==> config.mk <==
export PLATFORM = sky130hd
export DESIGN_NAME = return_address_stack
export DESIGN_NICKNAME = d
export VERILOG_FILES = /design/src/rtl/return_address_stack.sv
export SDC_FILE = /design/constraint.sdc
export NUM_CORES = 1
export LEC_CHECK = 0
export ABC_CLOCK_PERIOD_IN_PS = 22600
export CORE_UTILIZATION = 60
export DETAILED_ROUTE_END_ITERATION = 10
export MAX_ROUTING_LAYER = met4
export PLACE_DENSITY = 0.77
export SLEW_MARGIN = 20
export SYNTH_ARGS = -nofsm -noshare
export SYNTH_HDL_FRONTEND = slang
export SYNTH_SLANG_ARGS = --single-unit
==> constraint.sdc <==
create_clock -name clk -period 22.6 [get_ports clk]
set_clock_uncertainty 0.1 [all_clocks]
set_input_delay 3.39 -clock clk [delete_from_list [all_inputs] [get_ports clk]]
set_output_delay 3.39 -clock clk [all_outputs]
set_load 0.005 [all_outputs]
==> src/rtl/return_address_stack.sv <==
// Speculative return address stack for the branch predictor: pushes on predicted calls,
// predicts return targets, and repairs ptr/count from a checkpoint on a redirect.

`ifndef PROC_VALEN
`define PROC_VALEN 32
`endif
`ifndef ABSOLUTE
`define ABSOLUTE 2'b00
`endif
`ifndef PC_RELATIVE
`define PC_RELATIVE 2'b01
`endif
`ifndef CALL
`define CALL 2'b10
`endif
`ifndef RETURN
`define RETURN 2'b11
`endif

module return_address_stack #(
    parameter int unsigned DEPTH = 16,
    parameter int unsigned PTR_W = $clog2(DEPTH),
    parameter int unsigned CNT_W = $clog2(DEPTH) + 1,
    parameter int unsigned VALEN = `PROC_VALEN
) (
    input  logic                   clk,
    input  logic                   a_rst_i,
    input  logic                   spec_valid_i,
    input  logic [1:0]             spec_br_type_i,
    input  logic [VALEN-1:0]       spec_pc_i,
    output logic [VALEN-1:0]       pred_target_o,
    output logic                   pred_valid_o,
    output logic [CNT_W+PTR_W-1:0] ckpt_o,
    input  logic                   redirect_i,
    input  logic [CNT_W+PTR_W-1:0] redirect_ckpt_i,
    input  logic [1:0]             redirect_br_type_i,
    input  logic [VALEN-1:0]       redirect_pc_i
);

    logic [VALEN-1:0] r_stack [DEPTH];
    logic [PTR_W-1:0] r_ptr;
    logic [CNT_W-1:0] r_count;

    logic             w_apply;
    logic [1:0]       w_type;
    logic [VALEN-1:0] w_pc;
    logic [PTR_W-1:0] w_base_ptr;
    logic [CNT_W-1:0] w_base_cnt;
    logic [PTR_W-1:0] w_nxt_ptr;
    logic [CNT_W-1:0] w_nxt_cnt;
    logic             w_push;
    logic [PTR_W-1:0] w_push_ptr;
    logic [VALEN-1:0] w_ret_addr;

    // Redirect wins over the fetch-side update and rebuilds from the carried checkpoint.
    always_comb begin
        if (redirect_i) begin
            w_apply    = 1'b1;
            w_type     = redirect_br_type_i;
            w_pc       = redirect_pc_i;
            w_base_ptr = redirect_ckpt_i[PTR_W-1:0];
            w_base_cnt = redirect_ckpt_i[CNT_W+PTR_W-1:PTR_W];
        end else begin
            w_apply    = spec_valid_i;
            w_type     = spec_br_type_i;
            w_pc       = spec_pc_i;
            w_base_ptr = r_ptr;
            w_base_cnt = r_count;
        end
    end

    always_comb begin
        w_nxt_ptr  = w_base_ptr;
        w_nxt_cnt  = w_base_cnt;
        w_push     = 1'b0;
        w_push_ptr = w_base_ptr + PTR_W'(1);
        w_ret_addr = w_pc + VALEN'(4);
        if (w_apply) begin
            case (w_type)
                `CALL: begin
                    w_push    = 1'b1;
                    w_nxt_ptr = w_push_ptr;
                    w_nxt_cnt = (w_base_cnt >= CNT_W'(DEPTH)) ? CNT_W'(DEPTH)
                                                              : w_base_cnt + CNT_W'(1);
                end
                `RETURN: begin
                    if (w_base_cnt != '0) begin
                        w_nxt_ptr = w_base_ptr - PTR_W'(1);
                        w_nxt_cnt = w_base_cnt - CNT_W'(1);
                    end
                end
                default: ;
            endcase
        end
    end

    always_ff @(posedge clk or posedge a_rst_i) begin
        if (a_rst_i) begin
            r_ptr   <= '0;
            r_count <= '0;
            for (int i = 0; i < int'(DEPTH); i++) begin
                r_stack[i] <= '0;
            end
        end else begin
            r_ptr   <= w_nxt_ptr;
            r_count <= w_nxt_cnt;
            if (w_push) begin
                r_stack[w_push_ptr] <= w_ret_addr;
            end
        end
    end

    assign pred_target_o = r_stack[r_ptr];
    assign pred_valid_o  = (r_count != '0);
    assign ckpt_o        = {r_count, r_ptr};

endmodule

Yosys cells after proc, flatten, opt, wreduce, memory -nomap -nowiden
Index checks and enable logic that the tools add are counted.

Add/subtract/negate cells: 5. Order comparisons: 4. Equality and inequality tests: 2. Mux-type cells: 20. Bitwise gates (word level): 2. Reduce and logical (&&, ||, !) cells: 3.

Operators by type and width (count): $bwmux 512 (1); $bmux 32 s4 (1); $demux 32 s4 (1); $mux 32 (4); $add 32x3->32 const B (1); $mux 5 (4); $ge 5x5->1 const B (3); $mux 4 (3); $not 4->5 (2); $pmux 5 s2 (1); $reduce_bool 5->1 (2); $pmux 4 s2 (1); $add 5x1->5 const B (1); $lt 5x1->1 const B (1); $sub 5x1->5 const B (1); $add 4x1->4 const B (1); $eq 2x2->1 const B (2); $sub 4x1->4 const B (1); $mux 1 (3); $mux 2 (1); $logic_and 1x1->1 (1).

Register bits: 521. Input bits: 81. Output and inout bits: 42. Logic and storage cells: 54.

Logic depth before layout (Yosys ltp)
Gate-level depths: netlist of run 1.

Depth after elaboration: 8. Mapped depth: 17. Depth with buffers taken out: 8.

Worst setup path before layout of run 1
No wires, ideal clock.

Path type: input -> register. Start point: in redirect_i. End point: reg r_stack[208] (netlist bit). Setup time: 0.133 ns. Data arrival time: 6.809 ns. Data required time: 22.367 ns. Setup slack: 15.558 ns. Cell stages on the path: 16. Buffers on the path: 9. Cells stage by stage: buf_6 -> buf_6 -> buf_4 -> buf_6 -> buf_4 -> buf_4 -> buf_4 -> mux2_2 -> clkbuf_1 -> ha_1 -> nand4b_1 -> a221oi_2 -> nand4b_1 -> xnor2_1 -> clkbuf_1 -> o21ai_0.

Cells in the longest elaborated chain, start to end: 8. Elaborated cells on any way between the ends: 16. Those cells by class: 2 x add/sub; 2 x order compare; 1 x eq/ne; 9 x mux; 1 x bitwise; 1 x reduce/logical.

Ends and longest elaborated chain: start: declaration (line 34) `input logic redirect_i,`; $mux 4 (line 57) `if (redirect_i) begin`; $add 4x1->4 (line 76) `w_push_ptr = w_base_ptr + PTR_W'(1);`; $not 4->5 (not written as such) (line 108) `r_stack[w_push_ptr] <= w_ret_addr;`; $ge 5x5->1 (not written as such) or $lt 5x1->1 (tied branches) (line 108); $logic_and 1x1->1 (not written as such) (line 108); $mux 32 (not written as such) (line 108); $demux 32 s4 (line 108); $bwmux 512 (line 108); end signal: indexed assignment (line 108); end: declaration (line 40) `logic [VALEN-1:0] r_stack [DEPTH];`.

Parallel ways exist; a longest one is shown, timed or not. A chain may end at the register's enable or synchronous reset.

Final worst setup path of run 1
Start point: reg r_ptr[0]. End point: out pred_target_o[7].

Cells in the longest elaborated chain, start to end: 4.

Ends and longest elaborated chain: start: declaration (line 41) `logic [PTR_W-1:0] r_ptr;`; start signal: assignment (line 105) `r_ptr <= w_nxt_ptr;`; $not 4->5 (not written as such) (line 113) `assign pred_target_o = r_stack[r_ptr];`; $bmux 32 s4 (line 113); $mux 32 (not written as such) (2 in series) (line 113); end: declaration (line 31) `output logic [VALEN-1:0] pred_target_o,`.

Every way passes these cells. The select of a mux whose other input is x is not followed.

==> results of run 1 <==
[worst max path at each step]
| stage | from | to | slack (ns) |
|---|---|---|---|
| global route | r_ptr[0] | pred_target_o[19] | 14.79 |
| global placement | redirect_i | r_stack[153] | 15.09 |
| finish | r_ptr[0] | pred_target_o[7] | 15.00 |
| CTS | r_ptr[0] | pred_target_o[12] | 14.88 |
| detailed placement | redirect_i | r_stack[121] | 14.91 |
| floorplan | a_rst_i | r_count[0] | 4.55 |
[metal layers]
metal  track usage [%]  vias to the layer above
met5                 -                        -
met4              13.2                        0
met3              7.08                      215
met2              52.2                     1139
met1              48.6                    10300
li1                  -                     8718
[stage by stage]
| stage | hold slack, ns | instances | total power [mW] | util, % | worst slack (ns) |
|---|---|---|---|---|---|
| 2_1_floorplan | 0.341 | 2347 | 2.27 | - | 4.55 |
| 3_3_place_gp | 0.353 | 2878 | 2.58 | 64.4 | 15.09 |
| 3_5_place_dp | 0.360 | 2878 | 2.65 | 64.4 | 14.91 |
| 4_1_cts | 0.375 | 2973 | 3.57 | 68.6 | 14.88 |
| 5_1_grt | 0.393 | 2976 | 3.75 | 68.9 | 14.79 |
| 6_report | 0.375 | 2976 | 3.57 | 68.9 | 15.00 |
[critical path, stage by stage (launching register included)]
cell and delay [ns]:
dfrtp_4 0.91, buf_4 0.89, mux4_2 0.60, mux4_2 0.57, clkdlybuf4s50_1 0.49
[state kept, by name, indices dropped and copies added, names as in the netlist]
| name | count |
|---|---|
| r_count | 5 |
| r_ptr | 4 |
| r_stack | 512 |
[logic make-up after synthesis]
family	Yosys count	share of synthesized area, %
buf+inv	249	4.11
fa+ha+maj	11	0.521
compound gates	544	14.7
flops	521	49.4
mux	252	17.4
xor+xnor	19	0.630
simple gates	751	13.3
[power breakdown]
group | switching, mW | total, mW | internal, mW
Combinational | 0.503 | 1.10 | 0.596
Sequential | 0.240 | 1.56 | 1.32
Clock | 0.369 | 0.914 | 0.545
Total | 1.11 | 3.57 | 2.46
[layout by cell type, fill, tap and decap left out, types with 5 or more instances in the layout]
cell type	synthesis	final
a21oi_1	5	5
o21ai_0	231	231
nand3_1	73	73
nor2_1	15	15
clkinv_2	0	10
clkbuf_8	0	6
ha_1	11	11
inv_1	13	12
o31ai_1	130	130
mux2i_1	31	28
buf_4	4	58
mux4_2	160	160
bufinv_16	0	7
o2111ai_1	8	8
o32ai_2	16	13
o211ai_1	66	66
a31oi_1	8	8
nand4b_1	8	8
mux2_2	60	60
clkbuf_1	132	13
o31ai_2	30	30
and3b_1	5	5
nor3b_1	6	5
and4_1	6	6
nand2_1	525	525
xnor2_1	9	7
xor2_1	10	8
or4_1	49	49
o21a_1	6	6
o32a_2	0	16
clkdlybuf4s50_1	0	121
dfrtp_1	521	517
nand4_1	30	30
clkbuf_16	0	55
[layout make-up]
class	count	area (sq um)	share of cell area, %
Timing Repair Buffer	184	1730	5.80
Multi-Input combinational cell	1577	12400	41.7
Clock buffer	74	1510	5.06
Inverter	14	60.1	0.202
Sequential cell	521	13000	43.8
Clock inverter	21	295	0.991
Tap cell	585	732	2.46
==> impl_results.md, run 1 <==
* Hold Buf Count CTS at 0
* Dpl hpwl at 44400 microns
* Yosys top cell by area: dfrtp_1
* Post-synth EDFFs at 0
* WS Path Type: register to output pin
* Slew Viols, Final at 0
* Unrepaired setup endpoints after global routing: false
* Fmax achieved at 132 MHz
* Synth unique cells at 68
* Number of port buffers at 122
* Clock Latency Late Sink at 0.60 ns
* Syn Area/Cell at 11.3 sq um
* H-tree levels at 2
* CTS root buf: clkbuf_16
* Avg WL per Cell at 24.9 microns
* Layout Area Growth over Synthesis at 12.8%
* Synthesized cell area at 26400 sq um
* Fin. Hold Viols at 0
* Hold Crit Class: register to register
* Design area at 29800 sq um
* Vias in the first global route at 20300
* Worst r2r src: r_ptr[0]
* Num CTS Buffers at 53
* Worst Max-Slew Pin Slew at 1.28 ns
* Global-route wire length before repair at 117000 microns
* Synth cell count leaders: 525 x nand2_1, 521 x dfrtp_1, 231 x o21ai_0
* Fraction of layout instances using a drive strength above 1 at 19.4%
* Peak supply drop at 71.1 uV
* Met2 Wirelength at 34400 microns
* Total grt overflow at 0
* Die ar. at 44900 sq um
* Area contributors post-synth: dfrtp_1 49%, mux4_2 14%, nand2_1 7.5%
* Hold endpoint: r_stack[158]
* CTS sink cnt at 521
* Setup bufs post-CTS at 0
* Top-count cell post-synth: nand2_1
* Dpl cell area at 27900 sq um
* Top-area cell type share of the netlist area at 49.4%
* WP data arrival at 4.11 ns
* DR vias/cell at 6.85
* DR top layer: met4
* Die Height at 212 microns
* Number of fill cells in the layout at 2995
* CTS clk-pin slew, worst paths at 0.06 ns
* Post-synthesis sequential area ratio at 49.4%
* Post-layout minimum cycle time at 7.60 ns
* Post_cts resized at 0
* Outcome: complete, no violations
* Startpoint Class: register
* Syn_nets at 2439
* GPL Wtd Cong at 0.909
* Initial antenna violation count at 0
* CP Max Fanout at 49
* Worst reg2reg setup slack at 18.20 ns
* Largest net degree at the start of global routing at 170
* Core Area at 43300 sq um
* TritonRoute pass-1 iters at 8
* R2r endpoint: r_stack[27]
* TritonCTS clock tree: yes
* All-Layer GR Usage at 35.3%
* Pwr Density at 120 nW/um^2
* Ys Warns at 0
* Drt initial violations at 2672
* Cells after synthesis at 2347
* Worst Reg-to-Reg Cells at 7
* Max_cap viols at 0
* Final WL at 74100 microns
* Crit. End Element: output pin
* Worst hold path depth at 2
* CTS max path bufs at 3
* Post-route setup TNS at 0 ns
* Detail Route Antenna Nets at 0
* CP Data Required Time at 19.11 ns
* Nets at 2443
* Worst slew margin at 14.8%
* Fraction of registers with async set/reset at 100%
* Met3 routed WL at 7090 microns
* Min-delay src: r_stack[158]
* Fin crit share at 33.6%
* Final setup fails at 0
* Main synth FF type: dfrtp_1
* Initial Util at 61.1%
* DRC viols at 0
* Leak at 12.8 nW
* Die width at 212 microns
* N_diodes at 0
* I/O pin cnt at 123
* Vias at 20400
* Wl on met1 at 29900 microns
* Register bit total from synthesis at 521
* Num rows at 76
No activity file was read; power rests on OpenSTA's default activity.
==> run 2: changes to the inputs <==
ABC_CLOCK_PERIOD_IN_PS = 6600   (was 22600)
CORE_UTILIZATION = 55   (was 60)
PLACE_DENSITY = 0.75   (was 0.77)
clock period = 6.6 ns   (was 22.6 ns; I/O delays follow)
==> run 2 against run 1 <==
Against the previous run:
- global-route usage down 4.3 points
- setup slack lost 13 ns
- worst hold slack barely moved
- via count fell by 1.8%
- die area rose by 9.0%
- design area is 0.42% higher
- first-iteration DRC count fell by 14%
- critical path type unchanged
- largest power group unchanged
- highest routed layer unchanged
==> impl_results.md, run 2 (synthesis gave the netlist of run 1 again) <==
* Initial Util at 56.3%
* Max_cap viols at 0
* Vias at 20000
* Post-route setup TNS at 0 ns
* Nets at 2432
* Max reg flops at 512
* Drt initial violations at 2303
* Num rows at 79
* Crit. End Element: output pin
* Clock Latency Late Sink at 0.61 ns
* Die width at 221 microns
* CP Data Required Time at 5.51 ns
* DRC viols at 0
* Fraction of layout instances using a drive strength above 1 at 19.3%
* Initial antenna violation count at 1
* CTS sink cnt at 521
* Largest net degree at the start of global routing at 175
* Detail Route Antenna Nets at 0
* Commonest non-fill, non-tap cells in the layout: 525 x nand2_1, 517 x dfrtp_1, 231 x o21ai_0
* Min-delay src: r_stack[314]
* TritonCTS clock tree: yes
* Worst hold path depth at 2
* R2r endpoint: r_stack[376]
* DR vias/cell at 6.69
* Leak at 12.9 nW
* CP max stage delay at 0.96 ns
* Hold Crit Class: register to register
* Post_cts resized at 0
* Worst Reg-to-Reg Cells at 9
* GPL Wtd Cong at 0.918
* Pwr Density at 410 nW/um^2
* Final setup fails at 0
* Core Area at 47000 sq um
* Worst-path cell chain: buf_12 -> mux4_2 -> mux4_2 -> clkdlybuf4s50_1
* Fmax achieved at 205 MHz
* Avg WL per Cell at 24.3 microns
* Hold Buf Count CTS at 0
* Min Hold Slack at 0.375 ns
* Layout Area Growth over Synthesis at 13.3%
* All-Layer GR Usage at 31.0%
* Startpoint Class: register
* CTS clk-pin slew, worst paths at 0.06 ns
* Fin. Hold Viols at 0
* WS Path Type: register to output pin
* Number of port buffers at 122
* WP data arrival at 3.79 ns
* Total grt overflow at 0
* Post-Layout Cell Count at 2989
* Worst r2r src: r_ptr[1]
* Largest Register: r_stack
* Unrepaired setup endpoints after global routing: false
* Num CTS Buffers at 54
* CTS root buf: clkbuf_16
* Slew Viols, Final at 0
* Dpl hpwl at 44700 microns
* Post-Place Cells at 2891
* Commonest non-fill, non-tap cell in the layout: nand2_1
* H-tree levels at 2
* Pwr Total at 12.3 mW
* Setup bufs post-CTS at 0
* Worst Max-Slew Pin Slew at 1.23 ns
* Die Height at 221 microns
* Peak supply drop at 249 uV
* CP Max Fanout at 87
* Global-route wire length before repair at 114000 microns
* Worst path slowest cell: dfrtp_4
* I/O pin cnt at 123
* Post-layout minimum cycle time at 4.88 ns
* Hold endpoint: r_stack[314]
* Vias in the first global route at 19800
* Die ar. at 48900 sq um
* TritonRoute pass-1 iters at 6
* Fin crit share at 73.9%
* Worst slew margin at 17.9%
* Final WL at 72500 microns
* Worst reg2reg setup slack at 2.21 ns
* Outcome: complete, no violations
* CTS max path bufs at 3
* Largest registers: r_stack: 512 flops, r_count: 5 flops, r_ptr: 4 flops
* Crit path top cell by count: mux4_2
-- run 2: worst max-delay path by stage --
stage	startpoint	slack [ns]	end	cells after the start
floorplan	a_rst_i	-1.57	r_count[0]	1
global placement	redirect_i	1.64	r_stack[215]	7
detailed placement	redirect_i	1.49	r_stack[152]	7
CTS	r_ptr[0]	1.65	pred_target_o[3]	4
global route	r_ptr[0]	1.55	pred_target_o[20]	4
finish	r_ptr[1]	1.72	pred_target_o[1]	4
-- run 2: final cells by class --
class	count	area, sq um
Tap cell	607	759
Antenna cell	1	2.50
Clock buffer	72	1550
Sequential cell	521	13000
Multi-Input combinational cell	1577	12600
Clock inverter	25	310
Timing Repair Buffer	172	1640
Inverter	14	56.3
Fill cell	3462	17000
-- run 2: worst max-delay path: cells and delay by family (launching register included) --
family / cells / cell delay (ns)
mux: 2 / 1.12
flops: 1 / 0.96
buf+inv: 2 / 0.99
-- run 2: metrics by stage --
step	area (sq um)	utilization (%)	setup slack [ns]
2_1_floorplan	26400	-	-1.57
3_3_place_gp	27900	59.4	1.64
3_5_place_dp	27900	59.4	1.49
4_1_cts	29700	63.4	1.65
5_1_grt	29900	63.7	1.55
6_report	29900	63.7	1.72
-- run 2: power breakdown --
| part | switching (mW) | total [mW] | internal [mW] |
|---|---|---|---|
| combinational | 1.70 | 3.75 | 2.05 |
| clock | 1.31 | 3.19 | 1.88 |
| sequential | 0.811 | 5.33 | 4.52 |
-- run 2: per-layer routing --
layer / track usage [%] / vias to the layer above / share of wire [%]
li1: - / 8688 / -
met3: 5.56 / 196 / 8.8
met2: 46.0 / 1010 / 46
met5: - / - / 0
met4: 12.4 / 0 / 3.8
met1: 42.6 / 10100 / 41
==> run 3: changes to the inputs <==
ABC_CLOCK_PERIOD_IN_PS = 4800   (was 6600)
CORE_UTILIZATION = 60   (was 55)
PLACE_DENSITY = 0.77   (was 0.75)
clock period = 4.8 ns   (was 6.6 ns; I/O delays follow)
==> run 3 against run 2 <==
Against the previous run:
- sequential power is 38% higher
- core utilization rose by 5.6 points
- critical path type unchanged
- critical path depth stayed put
- combinational power up 39%
- non-clock buffer count increased by 45
- sequential cell count stayed put
- power grew 37%
- highest routed layer unchanged
- setup slack got worse by 1.2 ns
- worst hold slack worse by 0.0031 ns
- design area grew 0.31%
- register-to-register slack got worse by 1.3 ns
- via count rose by 1.6%
==> impl_results.md, run 3 (synthesis gave the netlist of run 1 again) <==
* Outcome: complete, no violations
* Fmax achieved at 235 MHz
* Fraction of layout instances using a drive strength above 1 at 20.3%
* Sequential power share at 43.6%
* Pwr Density at 559 nW/um^2
* Crit. End Element: output pin
* Die width at 212 microns
* Seq. cell area at 13000 sq um
* Fin crit share at 88.7%
* Worst-path cell chain: buf_12 -> mux4_2 -> mux4_2 -> clkdlybuf4s50_1
* H-tree levels at 2
* Unrepaired setup endpoints after global routing: false
* CTS root buf: clkbuf_16
* Largest Register: r_stack
* TritonRoute pass-1 iters at 8
* GPL Wtd Cong at 0.890
* Num rows at 76
* Gate power share at 31.1%
* TritonCTS clock tree: yes
* CTS clk-pin slew, worst paths at 0.06 ns
* Commonest non-fill, non-tap cells in the layout: 525 x nand2_1, 517 x dfrtp_1, 231 x o21ai_0
* Final WL at 72700 microns
* Dpl hpwl at 45800 microns
* Clock Latency Late Sink at 0.59 ns
* Global-route wire length before repair at 116000 microns
* Die ar. at 44900 sq um
* Multi-input gate area at 12400 sq um
* Max reg flops at 512
* Leak at 13.0 nW
* Layout Area Growth over Synthesis at 13.6%
* DRC viols at 0
* Slew Viols, Final at 0
* CTS max path bufs at 3
* CP Max Fanout at 39
* Vias at 20300
* Startpoint Class: register
* Initial Util at 61.1%
* Core Area at 43300 sq um
* Total grt overflow at 0
* CP max stage delay at 0.82 ns
* Initial antenna violation count at 1
* P_int at 11.6 mW
* Post-Place Cells at 2914
* WP data arrival at 3.44 ns
* Nets at 2475
* Fin. Hold Viols at 0
* Num CTS Buffers at 52
* Post-layout minimum cycle time at 4.26 ns
* Max_cap viols at 0
* Post-Layout Cell Count at 3012
* Post_cts resized at 0
* Worst slew margin at 32.5%
* Worst Max-Slew Pin Slew at 1.01 ns
* DR vias/cell at 6.75
* Number of fill cells in the layout at 3090
* Clock power share at 25.3%
* Number of port buffers at 122
* Commonest non-fill, non-tap cell in the layout: nand2_1
* Final setup fails at 0
* Pwr Total at 16.8 mW
* Net Sw Frac at 31.0%
* Largest net degree at the start of global routing at 126
* CTS sink cnt at 521
* Avg WL per Cell at 24.1 microns
* Detail Route Antenna Nets at 0
* WS Path Type: register to output pin
* Dpl cell area at 28200 sq um
* Peak supply drop at 319 uV
* Design area at 30000 sq um
* CP Data Required Time at 3.98 ns
* Vias in the first global route at 20400
* Crit path top cell by count: mux4_2
* Core Util, Final at 69.4%
* Drt initial violations at 2306
* Hold Crit Class: register to register
* Die Height at 212 microns
* Largest registers: r_stack: 512 flops, r_count: 5 flops, r_ptr: 4 flops
* Hold Buf Count CTS at 0
* Worst path slowest cell: dfrtp_4
* Setup bufs post-CTS at 0
* I/O pin cnt at 123
* All-Layer GR Usage at 35.1%
* Net Switching at 5.20 mW
run 3: changes by cell type in the layout (fill, tap and decap cells not counted), moves of 5 or more:
cell      change
buf_4        +42
clkbuf_1      +8
clkinv_2      -5
o32a_2        +6
o32a_4        -6
o32ai_2       +7
o32ai_4       -7
run 3: layout make-up:
| cell class | instances | area share, % |
|---|---|---|
| Tap cell | 585 | 2.44 |
| Inverter | 14 | 0.188 |
| Clock inverter | 17 | 0.767 |
| Antenna cell | 1 | 0.00834 |
| Timing Repair Buffer | 217 | 6.73 |
| Clock buffer | 80 | 5.22 |
| Multi-Input combinational cell | 1577 | 41.2 |
| Sequential cell | 521 | 43.5 |
run 3: worst max-delay path, delay by kind of cell, from the launching register on:
kind,cells,cell delay (ns)
flip-flops,1,0.82
buffers and inverters,2,0.87
multiplexers,2,1.12
run 3: final timing paths:
check / startpoint / depth (start not counted) / endpoint / slack, ns
min: r_stack[35] / 2 / r_stack[35] / 0.37
max reg2reg: r_ptr[1] / 8 / r_stack[101] / 0.89
min in group asynchronous: a_rst_i / 2 / r_stack[497] / 0.49
min reg2reg: r_stack[35] / 2 / r_stack[35] / 0.37
max in group asynchronous: a_rst_i / 3 / r_stack[193] / 2.86
max: r_ptr[0] / 4 / pred_target_o[3] / 0.54
run 3: metal layers:
| layer | track usage (%) | routed length [microns] | vias to the layer above |
|---|---|---|---|
| li1 | - | - | 8788 |
| met1 | 47.8 | 29200 | 10200 |
| met2 | 53.2 | 34100 | 1077 |
| met3 | 6.30 | 6560 | 227 |
| met4 | 13.4 | 2880 | 0 |
| met5 | - | 0 | - |
run 3: per-stage QoR:
step,setup TNS [ns],worst slack (ns),hold slack (ns)
final,0,0.543,0.372
after global routing,0,0.422,0.388
after CTS,0,0.479,0.373
after detailed placement,0,0.586,0.359
after global placement,0,0.730,0.352
after floorplan,-1614.17,-3.10,0.341
run 3: power by group through the flow:
| stage | Clock [mW] | Sequential (mW) | Combinational (mW) |
|---|---|---|---|
| after floorplan | 0 | 6.92 | 3.76 |
| after global placement | 0 | 7.20 | 5.00 |
| after detailed placement | 0 | 7.33 | 5.19 |
| after CTS | 4.28 | 7.29 | 5.25 |
| after global routing | 4.46 | 7.53 | 5.71 |
| final | 4.24 | 7.33 | 5.22 |
